==> src/rtl/ws2812b_pkg.sv <==
// ws2812b_pkg
// Shared definitions for the WS2812B frame path: word width, GRB channel
// offsets, the frame scheduler state encoding and the channel scaling
// arithmetic used when global brightness is enabled.
package ws2812b_pkg;

  localparam int WS2812B_WORD_W = 24;

  // Bit offsets of each colour channel inside a GRB word.
  localparam int G_LSB = 16;
  localparam int R_LSB = 8;
  localparam int B_LSB = 0;

  typedef enum logic [1:0] {
    ST_IDLE,
    ST_FETCH,
    ST_PRESENT,
    ST_DRAIN
  } ws2812b_sched_state_t;

  // Scale one channel by (level+1)/256, so level 255 leaves the channel
  // untouched and level 0 still lets a dim channel round down to zero.
  function automatic logic [7:0] scale_channel(input logic [7:0] channel,
                                               input logic [7:0] level);
    logic [16:0] prod;
    prod = {9'd0, channel} * ({9'd0, level} + 17'd1);
    return 8'(prod >> 8);
  endfunction

endpackage

==> src/rtl/ws2812b_channel_scale.sv <==
// ws2812b_channel_scale
// One-cycle registered 8x8 brightness scaler for a single colour channel.
// Ports:
//   clk     - system clock
//   reset   - synchronous active-high reset
//   channel - raw 8-bit channel value
//   level   - global brightness level
//   scaled  - (channel*(level+1))>>8, one cycle after the inputs
module ws2812b_channel_scale
  import ws2812b_pkg::*;
(
  input  logic       clk,
  input  logic       reset,
  input  logic [7:0] channel,
  input  logic [7:0] level,
  output logic [7:0] scaled
);

  // The scaler runs every cycle; the scheduler decides when the result
  // is meaningful by delaying its own read strobe to line up with it.
  always_ff @(posedge clk) begin
    if (reset) begin
      scaled <= '0;
    end else begin
      scaled <= scale_channel(channel, level);
    end
  end

endmodule

==> src/rtl/ws2812b_frame_scheduler.sv <==
// ws2812b_frame_scheduler
// Walks the pixel store once per frame_tick, fetching one GRB word at a
// time and handing it to the bit serialiser. While a word is on offer the
// next one is prefetched into a staging register, so the serialiser sees a
// single idle cycle between words.
// Optional feature macro: WS2812B_BRIGHTNESS_EN adds the brightness input
// and a registered per-channel scaler in the fetch path (+1 cycle latency).
// Ports:
//   clk, reset            - clock, synchronous active-high reset
//   frame_tick            - start-of-frame strobe
//   pix_rd, pix_addr      - pixel store read strobe and index
//   pix_data              - GRB word, valid the cycle after pix_rd
//   bitstream_available   - bitstream holds an unconsumed word
//   bitstream             - word for the serialiser
//   bitstream_read        - serialiser consumed the word
//   brightness            - global level (WS2812B_BRIGHTNESS_EN only)
//   busy                  - frame in progress
//   frame_done            - pulse after the last word is taken
//   tick_missed           - pulse when a frame_tick is ignored
module ws2812b_frame_scheduler
  import ws2812b_pkg::*;
#(
  parameter int LEDCOUNT = 36,
  parameter int AW       = (LEDCOUNT > 1) ? $clog2(LEDCOUNT) : 1
) (
  input  logic                      clk,
  input  logic                      reset,
  input  logic                      frame_tick,
  output logic                      pix_rd,
  output logic [AW-1:0]             pix_addr,
  input  logic [WS2812B_WORD_W-1:0] pix_data,
  output logic                      bitstream_available,
  output logic [WS2812B_WORD_W-1:0] bitstream,
  input  logic                      bitstream_read,
`ifdef WS2812B_BRIGHTNESS_EN
  input  logic [7:0]                brightness,
`endif
  output logic                      busy,
  output logic                      frame_done,
  output logic                      tick_missed
);

  localparam logic [AW-1:0] LAST_IDX = AW'(LEDCOUNT - 1);

  ws2812b_sched_state_t state;

  logic [AW-1:0]             fetch_idx;
  logic                      inflight;
  logic                      rd_d1;
  logic [WS2812B_WORD_W-1:0] staged;
  logic                      staged_valid;
  logic                      staged_last;
  logic                      word_last;
  logic                      present_next;

  logic                      cap_valid;
  logic [WS2812B_WORD_W-1:0] cap_data;
  logic                      cap_is_last;
  logic                      take;
  logic                      cap_to_bs;
  logic                      cap_to_stage;
  logic                      stage_to_bs;
  logic                      issue;

`ifdef WS2812B_BRIGHTNESS_EN
  logic       rd_d2;
  logic [7:0] scaled_g;
  logic [7:0] scaled_r;
  logic [7:0] scaled_b;

  ws2812b_channel_scale u_scale_g (
    .clk     (clk),
    .reset   (reset),
    .channel (pix_data[G_LSB +: 8]),
    .level   (brightness),
    .scaled  (scaled_g)
  );

  ws2812b_channel_scale u_scale_r (
    .clk     (clk),
    .reset   (reset),
    .channel (pix_data[R_LSB +: 8]),
    .level   (brightness),
    .scaled  (scaled_r)
  );

  ws2812b_channel_scale u_scale_b (
    .clk     (clk),
    .reset   (reset),
    .channel (pix_data[B_LSB +: 8]),
    .level   (brightness),
    .scaled  (scaled_b)
  );

  assign cap_valid = rd_d2;
  assign cap_data  = {scaled_g, scaled_r, scaled_b};

  // Read strobe delay line: the scaled word appears two cycles after pix_rd.
  always_ff @(posedge clk) begin
    if (reset) begin
      rd_d1 <= 1'b0;
      rd_d2 <= 1'b0;
    end else begin
      rd_d1 <= pix_rd;
      rd_d2 <= rd_d1;
    end
  end
`else
  assign cap_valid = rd_d1;
  assign cap_data  = pix_data;

  // Read strobe delay line: the store answers one cycle after pix_rd.
  always_ff @(posedge clk) begin
    if (reset) begin
      rd_d1 <= 1'b0;
    end else begin
      rd_d1 <= pix_rd;
    end
  end
`endif

  assign take        = bitstream_read && bitstream_available;
  // Only one read is ever in flight, so the arriving word is the one at
  // fetch_idx even if a new read is issued on the same edge.
  assign cap_is_last = (fetch_idx == LAST_IDX);

  // Routing of the fetched word. A word goes straight into bitstream when
  // the serialiser is waiting for it (first word, or the consumed word had
  // nothing staged behind it); otherwise it parks in the staging register.
  // A new prefetch is issued as soon as both the staging register and the
  // read path will be free after this edge, which keeps the inter-word gap
  // at one cycle even when the serialiser reads back-to-back.
  always_comb begin
    stage_to_bs  = 1'b0;
    cap_to_bs    = 1'b0;
    cap_to_stage = 1'b0;
    issue        = 1'b0;

    stage_to_bs = (state == ST_PRESENT) && take && !word_last && staged_valid;

    if (cap_valid) begin
      if (state == ST_FETCH) begin
        cap_to_bs = 1'b1;
      end else if (state == ST_PRESENT) begin
        cap_to_bs = (take && !word_last && !staged_valid) ||
                    (!bitstream_available && !present_next);
        cap_to_stage = !cap_to_bs;
      end
    end

    issue = ((state == ST_FETCH) || (state == ST_PRESENT)) &&
            (fetch_idx != LAST_IDX) &&
            (!inflight || cap_valid) &&
            (!staged_valid || stage_to_bs) &&
            !cap_to_stage;
  end

  // Frame sequencer with registered outputs. Datapath moves (prefetch,
  // staging, bitstream load) are applied first; the state case then sets
  // the handshake flags. A word loaded on a consuming edge is held back
  // for one cycle (present_next) so the serialiser sees available drop.
  always_ff @(posedge clk) begin
    if (reset) begin
      state               <= ST_IDLE;
      fetch_idx           <= '0;
      inflight            <= 1'b0;
      staged              <= '0;
      staged_valid        <= 1'b0;
      staged_last         <= 1'b0;
      word_last           <= 1'b0;
      present_next        <= 1'b0;
      pix_rd              <= 1'b0;
      pix_addr            <= '0;
      bitstream           <= '0;
      bitstream_available <= 1'b0;
      busy                <= 1'b0;
      frame_done          <= 1'b0;
      tick_missed         <= 1'b0;
    end else begin
      pix_rd      <= 1'b0;
      frame_done  <= 1'b0;
      tick_missed <= frame_tick && (state != ST_IDLE);

      if (cap_valid) begin
        inflight <= 1'b0;
      end

      if (issue) begin
        pix_rd    <= 1'b1;
        pix_addr  <= fetch_idx + 1'b1;
        fetch_idx <= fetch_idx + 1'b1;
        inflight  <= 1'b1;
      end

      if (cap_to_stage) begin
        staged       <= cap_data;
        staged_valid <= 1'b1;
        staged_last  <= cap_is_last;
      end

      if (stage_to_bs) begin
        bitstream    <= staged;
        word_last    <= staged_last;
        staged_valid <= 1'b0;
      end

      if (cap_to_bs) begin
        bitstream <= cap_data;
        word_last <= cap_is_last;
      end

      case (state)
        ST_IDLE: begin
          if (frame_tick) begin
            state        <= ST_FETCH;
            pix_rd       <= 1'b1;
            pix_addr     <= '0;
            fetch_idx    <= '0;
            inflight     <= 1'b1;
            busy         <= 1'b1;
            staged_valid <= 1'b0;
            present_next <= 1'b0;
            word_last    <= 1'b0;
          end
        end

        ST_FETCH: begin
          if (cap_valid) begin
            bitstream_available <= 1'b1;
            state               <= ST_PRESENT;
          end
        end

        ST_PRESENT: begin
          if (take) begin
            bitstream_available <= 1'b0;
            if (word_last) begin
              state      <= ST_DRAIN;
              frame_done <= 1'b1;
            end else if (stage_to_bs || cap_to_bs) begin
              present_next <= 1'b1;
            end
          end else if (present_next) begin
            bitstream_available <= 1'b1;
            present_next        <= 1'b0;
          end else if (cap_to_bs) begin
            bitstream_available <= 1'b1;
          end
        end

        ST_DRAIN: begin
          busy  <= 1'b0;
          state <= ST_IDLE;
        end

        default: begin
          state <= ST_IDLE;
        end
      endcase
    end
  end

endmodule
==> config.mk <==
export PLATFORM = sky130hd
export DESIGN_NAME = ws2812b_frame_scheduler
export DESIGN_NICKNAME = d
export VERILOG_FILES = /design/src/rtl/ws2812b_pkg.sv /design/src/rtl/ws2812b_channel_scale.sv /design/src/rtl/ws2812b_frame_scheduler.sv
export SDC_FILE = /design/constraint.sdc
export NUM_CORES = 1
export LEC_CHECK = 0
export CAP_MARGIN = 20
export CORE_ASPECT_RATIO = 1.25
export CORE_MARGIN = 5
export CORE_UTILIZATION = 55
export CTS_BUF_LIST = sky130_fd_sc_hd__clkbuf_16
export CTS_CLUSTER_DIAMETER = 150
export DETAILED_ROUTE_END_ITERATION = 10
export PLACE_DENSITY_LB_ADDON = 0.05
export SLEW_MARGIN = 20
export SYNTH_ARGS = -nofsm -noshare
export SYNTH_HDL_FRONTEND = slang
export SYNTH_SLANG_ARGS = --single-unit
==> constraint.sdc <==
create_clock -name clk -period 2.8 [get_ports clk]
set_input_delay 0.7 -clock clk [delete_from_list [all_inputs] [get_ports clk]]
set_output_delay 0.7 -clock clk [all_outputs]
set_load 0.01 [all_outputs]
Yosys cells after proc, flatten, opt, wreduce, memory -nomap -nowiden --
Cells that the tools add are included.
Operators by class: add/subtract/negate cells 1, equality and inequality tests 12, mux-type cells 47, bitwise operators 2, reduce and logical (&&, ||, !) cells 35
Operators by type and width (number):
- 24-bit 2-to-1 mux | 2
- 6-bit 2-to-1 mux | 6
- 1-bit 2-to-1 mux | 31
- 1-bit logical AND | 12
- 2-bit nonzero test | 5
- 2-bit 2-to-1 mux | 4
- 2-bit != test (second input constant) | 4
- 2-bit case mux with 4 select lines | 1
- 4-bit AND reduction | 2
- 1-bit logical NOT | 7
- 6-bit by 1-bit adder with 6-bit output (second input constant) | 1
- 6-bit equality test (second input constant) | 1
- 6-bit != test (second input constant) | 1
- 1-bit case mux with 2 select lines | 3
- 1-bit logical OR | 5
- 2-bit equality test (second input constant) | 2
- 4-bit != test (second input constant) | 1
- 3-bit by 2-bit != test with 1-bit output (second input constant) | 1
- 3-bit != test (second input constant) | 1
- 3-bit AND reduction | 1
- 3-bit OR reduction | 1
- 2-bit by 1-bit equality test with 1-bit output (second input constant) | 1
- 2-bit logical NOT | 1
- 1-bit NOT | 2
- 2-bit AND reduction | 1
Word-level totals: flip-flop bits (word level) 73, input port bits 28, output and inout port bits 35, word-level logic and storage cells 113

Depth between registers and ports, before layout --
Gate-level depths: netlist of run 1.
word-level depth 13, mapped depth 9, gate-level depth less buffers 6

Worst setup path before layout of run 1 --
Ideal clock, no wire load.
path type input-to-reg, from input port bitstream_read, to register pix_addr[5], library setup time 116 ps, data arrival time 1774 ps, data required time 2684 ps, setup slack 910 ps, stages on the path 6, path buffers 2, cells stage by stage and4b_1 > buf_6 > o22ai_4 > or3_1 > buf_6 > o211a_1
On the way: word-level cells in the longest chain between the ends 13, elaborated cells on any way between the ends 18, classes of those cells 6 x mux; 12 x reduce/logical
Ends and longest elaborated chain:
- start, declared | line ws2812b_frame_scheduler.sv:34 | input logic bitstream_read,
- 1-bit logical AND * | line ws2812b_frame_scheduler.sv:122 | assign take = bitstream_read && bitstream_available;
- 1-bit logical AND (2 in a row) | line ws2812b_frame_scheduler.sv:145 | cap_to_bs = (take && !word_last && !staged_valid) ||
- 1-bit logical OR | line ws2812b_frame_scheduler.sv:145
- 1-bit logical NOT | line ws2812b_frame_scheduler.sv:147 | cap_to_stage = !cap_to_bs;
- 1-bit 2-to-1 mux | line ws2812b_frame_scheduler.sv:144 | end else if (state == ST_PRESENT) begin
- 1-bit 2-to-1 mux | line ws2812b_frame_scheduler.sv:142 | if (state == ST_FETCH) begin
- 1-bit 2-to-1 mux | line ws2812b_frame_scheduler.sv:141 | if (cap_valid) begin
- 1-bit logical NOT | line ws2812b_frame_scheduler.sv:155 | !cap_to_stage;
- 1-bit logical AND * | line ws2812b_frame_scheduler.sv:154 | (!staged_valid || stage_to_bs) &&
- 6-bit 2-to-1 mux * | line ws2812b_frame_scheduler.sv:188 | if (issue) begin
- 6-bit 2-to-1 mux | line ws2812b_frame_scheduler.sv:214 | if (frame_tick) begin
- 6-bit 2-to-1 mux * | line ws2812b_frame_scheduler.sv:212 | case (state)
- end signal, assigned | line ws2812b_frame_scheduler.sv:190 | pix_addr <= fetch_idx + 1'b1;
- end, declared | line ws2812b_frame_scheduler.sv:30 | output logic [AW-1:0] pix_addr,
Mark *: on every way between the ends. The rest lies on a longest branch, timed or not. A chain may end at the register's enable or synchronous reset.

Worst setup path in the final report of run 1 --
from input port bitstream_read, to register fetch_idx[0]
On the way: word-level cells in the longest chain between the ends 13, elaborated cells on any way between the ends 18, classes of those cells 6 x mux; 12 x reduce/logical
Ends and longest elaborated chain:
- 1-bit logical AND * | line ws2812b_frame_scheduler.sv:122
- 1-bit logical AND (2 in a row) | line ws2812b_frame_scheduler.sv:145
- 1-bit logical OR | line ws2812b_frame_scheduler.sv:145
- 1-bit logical NOT | line ws2812b_frame_scheduler.sv:147
- 1-bit 2-to-1 mux | line ws2812b_frame_scheduler.sv:144
- 1-bit 2-to-1 mux | line ws2812b_frame_scheduler.sv:142
- 1-bit 2-to-1 mux | line ws2812b_frame_scheduler.sv:141
- 1-bit logical NOT | line ws2812b_frame_scheduler.sv:155
- 1-bit logical AND * | line ws2812b_frame_scheduler.sv:154
- 6-bit 2-to-1 mux * | line ws2812b_frame_scheduler.sv:188
- 6-bit 2-to-1 mux | line ws2812b_frame_scheduler.sv:214
- 6-bit 2-to-1 mux * | line ws2812b_frame_scheduler.sv:212
- end signal, assigned | line ws2812b_frame_scheduler.sv:191 | fetch_idx <= fetch_idx + 1'b1;
- end, declared | line ws2812b_frame_scheduler.sv:47 | logic [AW-1:0] fetch_idx;
Marks and branches as above.

==> flow_metrics.env, run 1 <==
export IMPL_setup_viol=0
export IMPL_worstMarginPinSlew_ns=0.592
export IMPL_cp_data_arrival_time_ns=2.48
export IMPL_clock_latency_ns=0.32
export IMPL_place_inst=458
export IMPL_place_gp_congestion=0.834
export IMPL_grt_setup_unrepaired="no"
export IMPL_avgSynthCellArea_sq_um=9.06
export IMPL_cts_resized=0
export IMPL_worstSetupStartpoint="bitstream_read"
export IMPL_fp_row_count=31
export IMPL_crit_path_start_kind="primary input"
export IMPL_wl_per_cell_um=15.3
export IMPL_slew_viol_final=0
export IMPL_async_flop_share=0
export IMPL_fin_skew_ns=0.00731
export IMPL_worstPathMaxFanout=15
export IMPL_ir_drop_uv=457
export IMPL_crit_required_ns=3.06
export IMPL_total_power_mw=3.18
export IMPL_clk_path_buf_depth=2
export IMPL_yosysMostFrequentCell="dfxtp_1"
export IMPL_die_area_sq_mm=0.00739
export IMPL_die_w_um=77.9
export IMPL_grt_max_degree=60
export IMPL_crit_type="in -> reg"
export IMPL_grt_pass1_wl_um=12200
export IMPL_fin_crit_sh=0.791
export IMPL_tns_ns=0
export IMPL_r2r_start="state[0]$_SDFFE_PP0P_"
export IMPL_path_clk_slew_ns=0.06
export IMPL_numCtsBuffers=9
export IMPL_drt_iter0_markers=149
export IMPL_antenna_cells=0
export IMPL_whs_path_depth=1
export IMPL_layout_min_cycle_time_ns=2.22
export IMPL_worst_r2r_setup_slack_ns=0.72
export IMPL_synth_area_leader_cell="dfxtp_1"
export IMPL_postCtsSetupBuffers=0
export IMPL_grt_pass1_vias=2622
export IMPL_layout_drive_gt1_share=0.0688
export IMPL_synthCells=350
export IMPL_syn_to_final_growth_pct=29.1
export IMPL_r2r_worst_path_cells=7
export IMPL_route_detailed_drc=0
export IMPL_nNetsFinal=436
export IMPL_first_pass_iters=4
export IMPL_synthTopCellsByCount="73 x dfxtp_1, 56 x nor2_1, 44 x nand2_1"
export IMPL_synth_top_area_share=0.461
export IMPL_initial_core_util=0.556
export IMPL_antenna_found_initial=0
export IMPL_h_tree_depth=3
export IMPL_max_freq_mhz=451
export IMPL_yosys_register_bits=73
export IMPL_synth_distinct_cells=40
export IMPL_final_cells=473
export IMPL_wirelength_um=7220
export IMPL_syn_area_sq_mm=0.00317
export IMPL_synth_warnings=0
export IMPL_die_h_um=94.9
export IMPL_slew_headroom=0.605
export IMPL_power_density_mw_per_mm2=778
export IMPL_ys_flop_type="dfxtp_1"
export IMPL_worstHoldStart="pix_rd$_SDFF_PP0_"
export IMPL_cts_root_buffer="clkbuf_16"
export IMPL_cap_violations=0
export IMPL_fillers=465
export IMPL_hold_class="reg -> reg"
export IMPL_synth_edff_count=0
export IMPL_dp_hpwl_um=4670
export IMPL_synth_area_leaders="dfxtp_1 46%, mux2i_1 11%, a311oi_1 6.9%"
export IMPL_hold_violations=0
export IMPL_overflow=0
export IMPL_hold_slack_ns=0.453
export IMPL_via_per_inst=5.71
export IMPL_clock_sinks=73
export IMPL_core_sq_mm=0.00570
export IMPL_hold_buffers=0
export IMPL_vias=2699
export IMPL_p_leak_nw=1.46
export IMPL_ios=63
export IMPL_final_core_util=0.718
export IMPL_grt_total_usage=0.203
export IMPL_end_kind="register"
export IMPL_antenna_left=0
export IMPL_io_buffer_count=62
export IMPL_cts_tree="done"
export IMPL_synth_nets=383
export IMPL_status="completed"
export IMPL_ys_seq_area_frac=0.461
-- through the flow --
stage          worst slack, ns  area (sq um)
2_1_floorplan            0.910          3170
3_3_place_gp             0.307          3810
3_5_place_dp             0.253          3810
4_1_cts                  0.591          4090
5_1_grt                  0.501          4090
6_report                 0.585          4090
-- layout make-up --
type,instances,area (sq um),area share
Clock buffer,9,225,0.0550
Clock inverter,6,60.1,0.0147
Inverter,6,22.5,0.00550
Multi-Input combinational cell,243,1550,0.379
Sequential cell,73,1460,0.357
Tap cell,66,82.6,0.0202
Timing Repair Buffer,70,688,0.168
-- flip-flops by register name, summed over array words and instances, names as in the netlist, 2 cells and up --
signal     flops
state          2
bitstream     24
fetch_idx      6
pix_addr       6
staged        24
-- metal layers --
layer,part of all wire,global-route usage,vias up
met5,0,0,-
met4,0.011,0.0676,0
met1,0.42,0.242,1292
li1,-,-,1341
met3,0.048,0.0496,6
met2,0.52,0.357,60
-- worst paths after layout --
kind	endpoint
max	fetch_idx[0]$_SDFF_PP0_
min	cap_valid$_SDFF_PP0_
max reg2reg	inflight$_SDFF_PP0_
min reg2reg	cap_valid$_SDFF_PP0_
-- where the power goes --
group	total (mW)	switching (mW)	internal [mW]	leakage, nW
Sequential	1.25	0.0859	1.16	0.591
Combinational	0.835	0.431	0.404	0.729
Clock	1.10	0.420	0.679	0.139
Total	3.18	0.937	2.25	1.46
-- placed cells by master (no fill, tap or decap), types with 5 or more instances in the layout --
| cell type | synthesis | routed |
|---|---|---|
| clkbuf_16 | 0 | 9 |
| nor2_1 | 56 | 56 |
| mux2i_1 | 36 | 36 |
| nand2b_1 | 7 | 7 |
| nand3_1 | 28 | 28 |
| a21oi_1 | 6 | 6 |
| ha_1 | 5 | 5 |
| inv_1 | 6 | 6 |
| buf_4 | 4 | 7 |
| clkdlybuf4s50_1 | 0 | 61 |
| dfxtp_1 | 73 | 73 |
| a311oi_1 | 25 | 25 |
| nand2_1 | 44 | 44 |
-- critical path, cell delays in order --
cell and delay [ns]:
clkdlybuf4s50_1 0.52, and4bb_2 0.32, nor3_4 0.07, buf_4 0.22
or4_1 0.56, nand2_1 0.09
-- logic make-up (layout without fill, tap and decap cells) --
kind of cell	count (synthesis)	in the layout	synth area share
flops	73	73	0.461
buf+inv	34	91	0.0525
xor+xnor	4	4	0.0111
simple gates	151	151	0.219
mux	36	36	0.114
compound gates	47	47	0.123
fa+ha+maj	5	5	0.0197
(Power assumes the default switching activity.)
==> inputs of run 2 (changes only) <==
--- a/config.mk
+++ b/config.mk
@@ -8,7 +8,7 @@
 export CAP_MARGIN = 20
 export CORE_ASPECT_RATIO = 1.25
 export CORE_MARGIN = 5
-export CORE_UTILIZATION = 55
+export CORE_UTILIZATION = 51
 export CTS_BUF_LIST = sky130_fd_sc_hd__clkbuf_16
 export CTS_CLUSTER_DIAMETER = 150
 export DETAILED_ROUTE_END_ITERATION = 10
==> constraint.sdc (replaced) <==
create_clock -name clk -period 2.3 [get_ports clk]
set_input_delay 0.575 -clock clk [delete_from_list [all_inputs] [get_ports clk]]
set_output_delay 0.575 -clock clk [all_outputs]
set_load 0.01 [all_outputs]
==> run 2 against run 1 <==
Sequential cell count did not move. Cell count rose by 6.6%. Combinational power rose by 27%. Sequential power rose by 21%. Routed wire length rose by 1.8%. Total power rose by 27%. Clock power rose by 32%. Worst setup slack got worse by 0.29 ns. Clock skew fell by 0.0038 ns.
==> flow_metrics.env, run 2 (same netlist as run 1, synthesis figures left out) <==
export IMPL_place_gp_congestion=0.858
export IMPL_core_sq_mm=0.00613
export IMPL_grt_setup_unrepaired="no"
export IMPL_hold_violations=0
export IMPL_largest_registers="bitstream x24, staged x24"
export IMPL_die_area_sq_mm=0.00790
export IMPL_cp_data_arrival_time_ns=2.20
export IMPL_wirelength_um=7360
export IMPL_vias=2733
export IMPL_end_kind="register"
export IMPL_io_buffer_count=62
export IMPL_crit_path_start_kind="register"
export IMPL_power_density_mw_per_mm2=943
export IMPL_worstMarginPinSlew_ns=0.612
export IMPL_r2r_start="state[1]$_SDFFE_PP0P_"
export IMPL_status="completed"
export IMPL_max_freq_mhz=499
export IMPL_clock_sinks=73
export IMPL_hold_slack_ns=0.461
export IMPL_antenna_left=0
export IMPL_layout_drive_gt1_share=0.0907
export IMPL_path_cells="inv_1 -> ha_1 -> o21bai_1 -> nor3_4 -> buf_4 -> mux2i_1 -> nor2_1"
export IMPL_grt_total_usage=0.196
export IMPL_syn_to_final_growth_pct=34.9
export IMPL_ios=63
export IMPL_worstSetupStartpoint="state[1]$_SDFFE_PP0P_"
export IMPL_crit_slowest_cell="dfxtp_1"
export IMPL_drt_iter0_markers=97
export IMPL_numCtsBuffers=9
export IMPL_fp_row_count=32
export IMPL_cts_tree="done"
export IMPL_final_core_util=0.698
export IMPL_r2r_worst_path_cells=7
export IMPL_grt_max_degree=60
export IMPL_grt_pass1_vias=2650
export IMPL_initial_core_util=0.517
export IMPL_hold_class="reg -> reg"
export IMPL_tns_ns=0
export IMPL_die_h_um=98.1
export IMPL_grt_pass1_wl_um=12300
export IMPL_fin_crit_sh=0.871
export IMPL_nNetsFinal=447
export IMPL_multi_input_area_sq_mm=0.00155
export IMPL_ff_latch_area_sq_mm=0.00146
export IMPL_clk_path_buf_depth=2
export IMPL_slew_viol_final=0
export IMPL_worstPathMaxFanout=15
export IMPL_cts_root_buffer="clkbuf_16"
export IMPL_reg2reg_to="staged[10]$_SDFFE_PP0P_"
export IMPL_dp_hpwl_um=4890
export IMPL_postCtsSetupBuffers=0
export IMPL_p_leak_nw=1.54
export IMPL_h_tree_depth=3
export IMPL_fillers=502
export IMPL_antenna_found_initial=0
export IMPL_die_w_um=80.5
export IMPL_cap_violations=0
export IMPL_clock_latency_ns=0.33
export IMPL_postPlaceCellArea_sq_mm=0.00396
export IMPL_crit_required_ns=2.50
export IMPL_final_cell_area_sq_mm=0.00428
export IMPL_crit_type="reg -> reg"
export IMPL_overflow=0
export IMPL_hold_buffers=0
export IMPL_slew_headroom=0.592
export IMPL_setup_worst_path_end="staged[10]$_SDFFE_PP0P_"
export IMPL_route_detailed_drc=0
export IMPL_ir_drop_uv=584
export IMPL_layout_min_cycle_time_ns=2.00
export IMPL_path_clk_slew_ns=0.06
export IMPL_final_cell_mix="73 x dfxtp_1, 61 x clkdlybuf4s50_1, 56 x nor2_1"
export IMPL_antenna_cells=0
export IMPL_first_pass_iters=4
export IMPL_via_per_inst=5.42
export IMPL_cts_resized=0
export IMPL_final_common_cell="dfxtp_1"
export IMPL_cp_slowest_stage_delay_ns=0.37
export IMPL_fin_skew_ns=0.00349
export IMPL_wl_per_cell_um=14.6
export IMPL_setup_viol=0
export IMPL_worst_r2r_setup_slack_ns=0.30
==> run 2: worst min path at each step <==
stage,startpoint,to,slack [ns],depth (start not counted)
3_3_place_gp,pix_rd$_SDFF_PP0_,cap_valid$_SDFF_PP0_,0.44,1
2_1_floorplan,fetch_idx[1]$_SDFF_PP0_,fetch_idx[1]$_SDFF_PP0_,0.45,2
6_report,pix_rd$_SDFF_PP0_,cap_valid$_SDFF_PP0_,0.46,1
4_1_cts,pix_rd$_SDFF_PP0_,cap_valid$_SDFF_PP0_,0.46,1
3_5_place_dp,pix_rd$_SDFF_PP0_,cap_valid$_SDFF_PP0_,0.45,1
5_1_grt,pix_addr[4]$_SDFF_PP0_,pix_addr[4]$_SDFF_PP0_,0.49,2
==> run 2: cell type report <==
type	count	share of cell area
repair buffers	81	0.192
clock buffers	9	0.0527
clock inverters	7	0.0202
multi-input cells	243	0.363
flip-flops and latches	73	0.342
well taps	85	0.0249
inverters	6	0.00527
==> run 2: power breakdown <==
part / internal, mW / switching (mW)
Combinational: 0.533 / 0.531
Clock: 0.937 / 0.517
Sequential: 1.42 / 0.0981
==> run 2: metal layers <==
| layer | vias to the layer above | part of all wire | GRT usage |
|---|---|---|---|
| met5 | - | 0 | 0 |
| met4 | 0 | 0.012 | 0.0754 |
| met3 | 8 | 0.046 | 0.0526 |
| met2 | 63 | 0.49 | 0.304 |
| met1 | 1301 | 0.46 | 0.258 |
| li1 | 1361 | - | - |
==> run 2: per-stage QoR <==
step                      std cells  worst slack [ns]  total power, mW
final                           504             0.297             4.03
after floorplan                 350             0.435             2.16
after CTS                       504             0.283             4.07
after global routing            504             0.165             4.23
after global placement          488           0.00692             2.59
after detailed placement        488           -0.0200             2.61
==> run 2: critical path: cells and delay by family, from the launching register on <==
kind | cells | cell delay (ns)
buffers and inverters | 2 | 0.40
flip-flops | 1 | 0.37
AND/OR/NAND/NOR | 2 | 0.33
AO/OA/AOI/OAI | 1 | 0.27
adder cells (fa/ha/maj) | 1 | 0.25
multiplexers | 1 | 0.24
==> inputs of run 3 (changes only) <==
--- a/config.mk
+++ b/config.mk
@@ -12,6 +12,7 @@
 export CTS_BUF_LIST = sky130_fd_sc_hd__clkbuf_16
 export CTS_CLUSTER_DIAMETER = 150
 export DETAILED_ROUTE_END_ITERATION = 10
+export GPL_TIMING_DRIVEN = 0
 export PLACE_DENSITY_LB_ADDON = 0.05
 export SLEW_MARGIN = 20
 export SYNTH_ARGS = -nofsm -noshare
==> run 3 against run 2 <==
Cell count is 1.6% higher. Die area stayed put. Count of clock-buffer cells in the layout stayed put. Worst setup slack worse by 0.12 ns. Routed wire length is 5.9% higher. Sequential cell count stayed put. First-iteration DRC count is 67% higher. Via count is 2.5% higher. Global-route usage is 1.2 points higher. Sequential power hardly changed. Clock skew is 0.00052 ns higher. Largest cell class unchanged. Highest routed layer unchanged.
==> flow_metrics.env, run 3 (same netlist as run 1, synthesis figures left out) <==
export IMPL_cts_root_buffer="clkbuf_16"
export IMPL_clock_latency_ns=0.33
export IMPL_initial_core_util=0.517
export IMPL_grt_setup_unrepaired="no"
export IMPL_antenna_found_initial=0
export IMPL_hold_slack_ns=0.456
export IMPL_cts_tree="done"
export IMPL_syn_to_final_growth_pct=32.5
export IMPL_postPlaceCellArea_sq_mm=0.00389
export IMPL_crit_path_start_kind="primary input"
export IMPL_vias=2802
export IMPL_hold_violations=0
export IMPL_crit_slowest_cell="clkdlybuf4s50_1"
export IMPL_fin_crit_sh=0.922
export IMPL_max_freq_mhz=472
export IMPL_power_frac_seq=0.380
export IMPL_nNetsFinal=455
export IMPL_final_cell_area_sq_mm=0.00420
export IMPL_crit_required_ns=2.52
export IMPL_critical_path_top_delay_family="buffers and inverters"
export IMPL_pre_cts_ws_ns=-0.150
export IMPL_globalRouteMet2Util=0.335
export IMPL_worst_r2r_setup_slack_ns=0.22
export IMPL_final_common_cell="dfxtp_1"
export IMPL_status="completed"
export IMPL_slew_headroom=0.595
export IMPL_place_gp_congestion=0.863
export IMPL_antenna_left=0
export IMPL_layout_min_cycle_time_ns=2.12
export IMPL_die_area_sq_mm=0.00790
export IMPL_route_detailed_drc=0
export IMPL_grt_use_met3=0.0452
export IMPL_cp_slowest_stage_delay_ns=0.52
export IMPL_slew_viol_final=0
export IMPL_hold_class="reg -> reg"
export IMPL_grt_max_degree=13
export IMPL_fin_skew_ns=0.00401
export IMPL_busiest_layer="met2"
export IMPL_grt_pass1_vias=2796
export IMPL_power_switching_mw=1.14
export IMPL_die_w_um=80.5
export IMPL_grt_total_usage=0.208
export IMPL_fp_row_count=32
export IMPL_antenna_cells=0
export IMPL_crit_type="in -> reg"
export IMPL_core_sq_mm=0.00613
export IMPL_layout_drive_gt1_share=0.0749
export IMPL_setup_viol=0
export IMPL_largest_registers="bitstream x24, staged x24"
export IMPL_clk_path_buf_depth=2
export IMPL_dp_hpwl_um=5400
export IMPL_clock_sinks=73
export IMPL_overflow=0
export IMPL_p_comb_frac=0.257
export IMPL_p_clk_frac=0.363
export IMPL_cap_violations=0
export IMPL_final_cell_mix="73 x dfxtp_1, 61 x clkdlybuf4s50_1, 56 x nor2_1"
export IMPL_tns_ns=0
export IMPL_wl_per_cell_um=15.2
export IMPL_ios=63
export IMPL_setup_ws_ns=0.180
export IMPL_worstPathMaxFanout=10
export IMPL_first_pass_iters=4
export IMPL_worstMarginPinSlew_ns=0.608
export IMPL_io_buffer_count=61
export IMPL_crit_buf_inv=3
export IMPL_sw_frac_of_total=0.285
export IMPL_fillers=524
export IMPL_end_kind="register"
export IMPL_numCtsBuffers=9
export IMPL_p_leak_nw=1.49
export IMPL_die_h_um=98.1
export IMPL_use_met1=0.268
export IMPL_via_per_inst=5.47
export IMPL_wirelength_um=7790
export IMPL_power_density_mw_per_mm2=951
export IMPL_p_int_mw=2.85
export IMPL_h_tree_depth=3
export IMPL_drt_iter0_markers=162
export IMPL_cp_data_arrival_time_ns=2.34
export IMPL_path_cells="clkdlybuf4s50_1 -> and4b_1 -> buf_6 -> clkbuf_1 -> nand3_1 -> a311oi_1"
export IMPL_grt_pass1_wl_um=13200
export IMPL_ir_drop_uv=576
export IMPL_postCtsSetupBuffers=0
export IMPL_path_clk_slew_ns=0.05
export IMPL_hold_buffers=0
[run 3: worst reg2reg max path: stages, from the launching register on]
cell	delay [ns]
dfxtp_1	0.37
inv_1	0.08
ha_1	0.19
buf_4	0.15
and4b_1	0.21
buf_6	0.15
nand2_2	0.16
buf_2	0.28
nand2_1	0.09
a311oi_1	0.29
[run 3: final timing paths]
path	depth (start not counted)	end	from
hold reg to reg	2	pix_addr[1]$_SDFF_PP0_	pix_addr[1]$_SDFF_PP0_
setup reg to reg	9	bitstream[12]$_SDFFE_PP0P_	state[0]$_SDFFE_PP0P_
setup / recovery	6	bitstream[11]$_SDFFE_PP0P_	bitstream_read
hold / removal	2	pix_addr[1]$_SDFF_PP0_	pix_addr[1]$_SDFF_PP0_
[run 3: cell type report]
class	count	area, sq um	share of cell area
multi-input combinational	243	1540	0.367
sequential	73	1460	0.348
timing repair buffer	61	611	0.145
clock buffer	9	225	0.0536
buffer	28	145	0.0346
tap	85	106	0.0253
clock inverter	7	86.3	0.0206
inverter	6	22.5	0.00536
[run 3: metal layers]
layer	vias to the layer above	part of all wire	routed length [um]
met5	-	0	0
met4	0	0.015	117
met3	12	0.061	475
met2	92	0.48	3730
met1	1324	0.44	3460
li1	1374	-	-
[run 3: power by group through the flow]
stage	clock network (mW)	registers, mW	logic [mW]
finish	1.45	1.52	1.03
CTS	1.46	1.52	1.04
global route	1.52	1.54	1.13
detailed placement	0	1.54	1.03
floorplan	0	1.57	0.583
global placement	0	1.54	1.02
[run 3: stage by stage]
step                      utilization  cells  power, mW
after floorplan                     -    350       2.16
after global placement          0.634    496       2.55
after detailed placement        0.634    496       2.57
after CTS                       0.685    512       4.02
after global routing            0.685    512       4.19
final                           0.685    512       3.99
[run 3: timing repair]
item | CTS | global route
setup endpoints to repair | 0 | 2
hold endpoints to repair | 0 | 0
resized for setup | 0 | 2
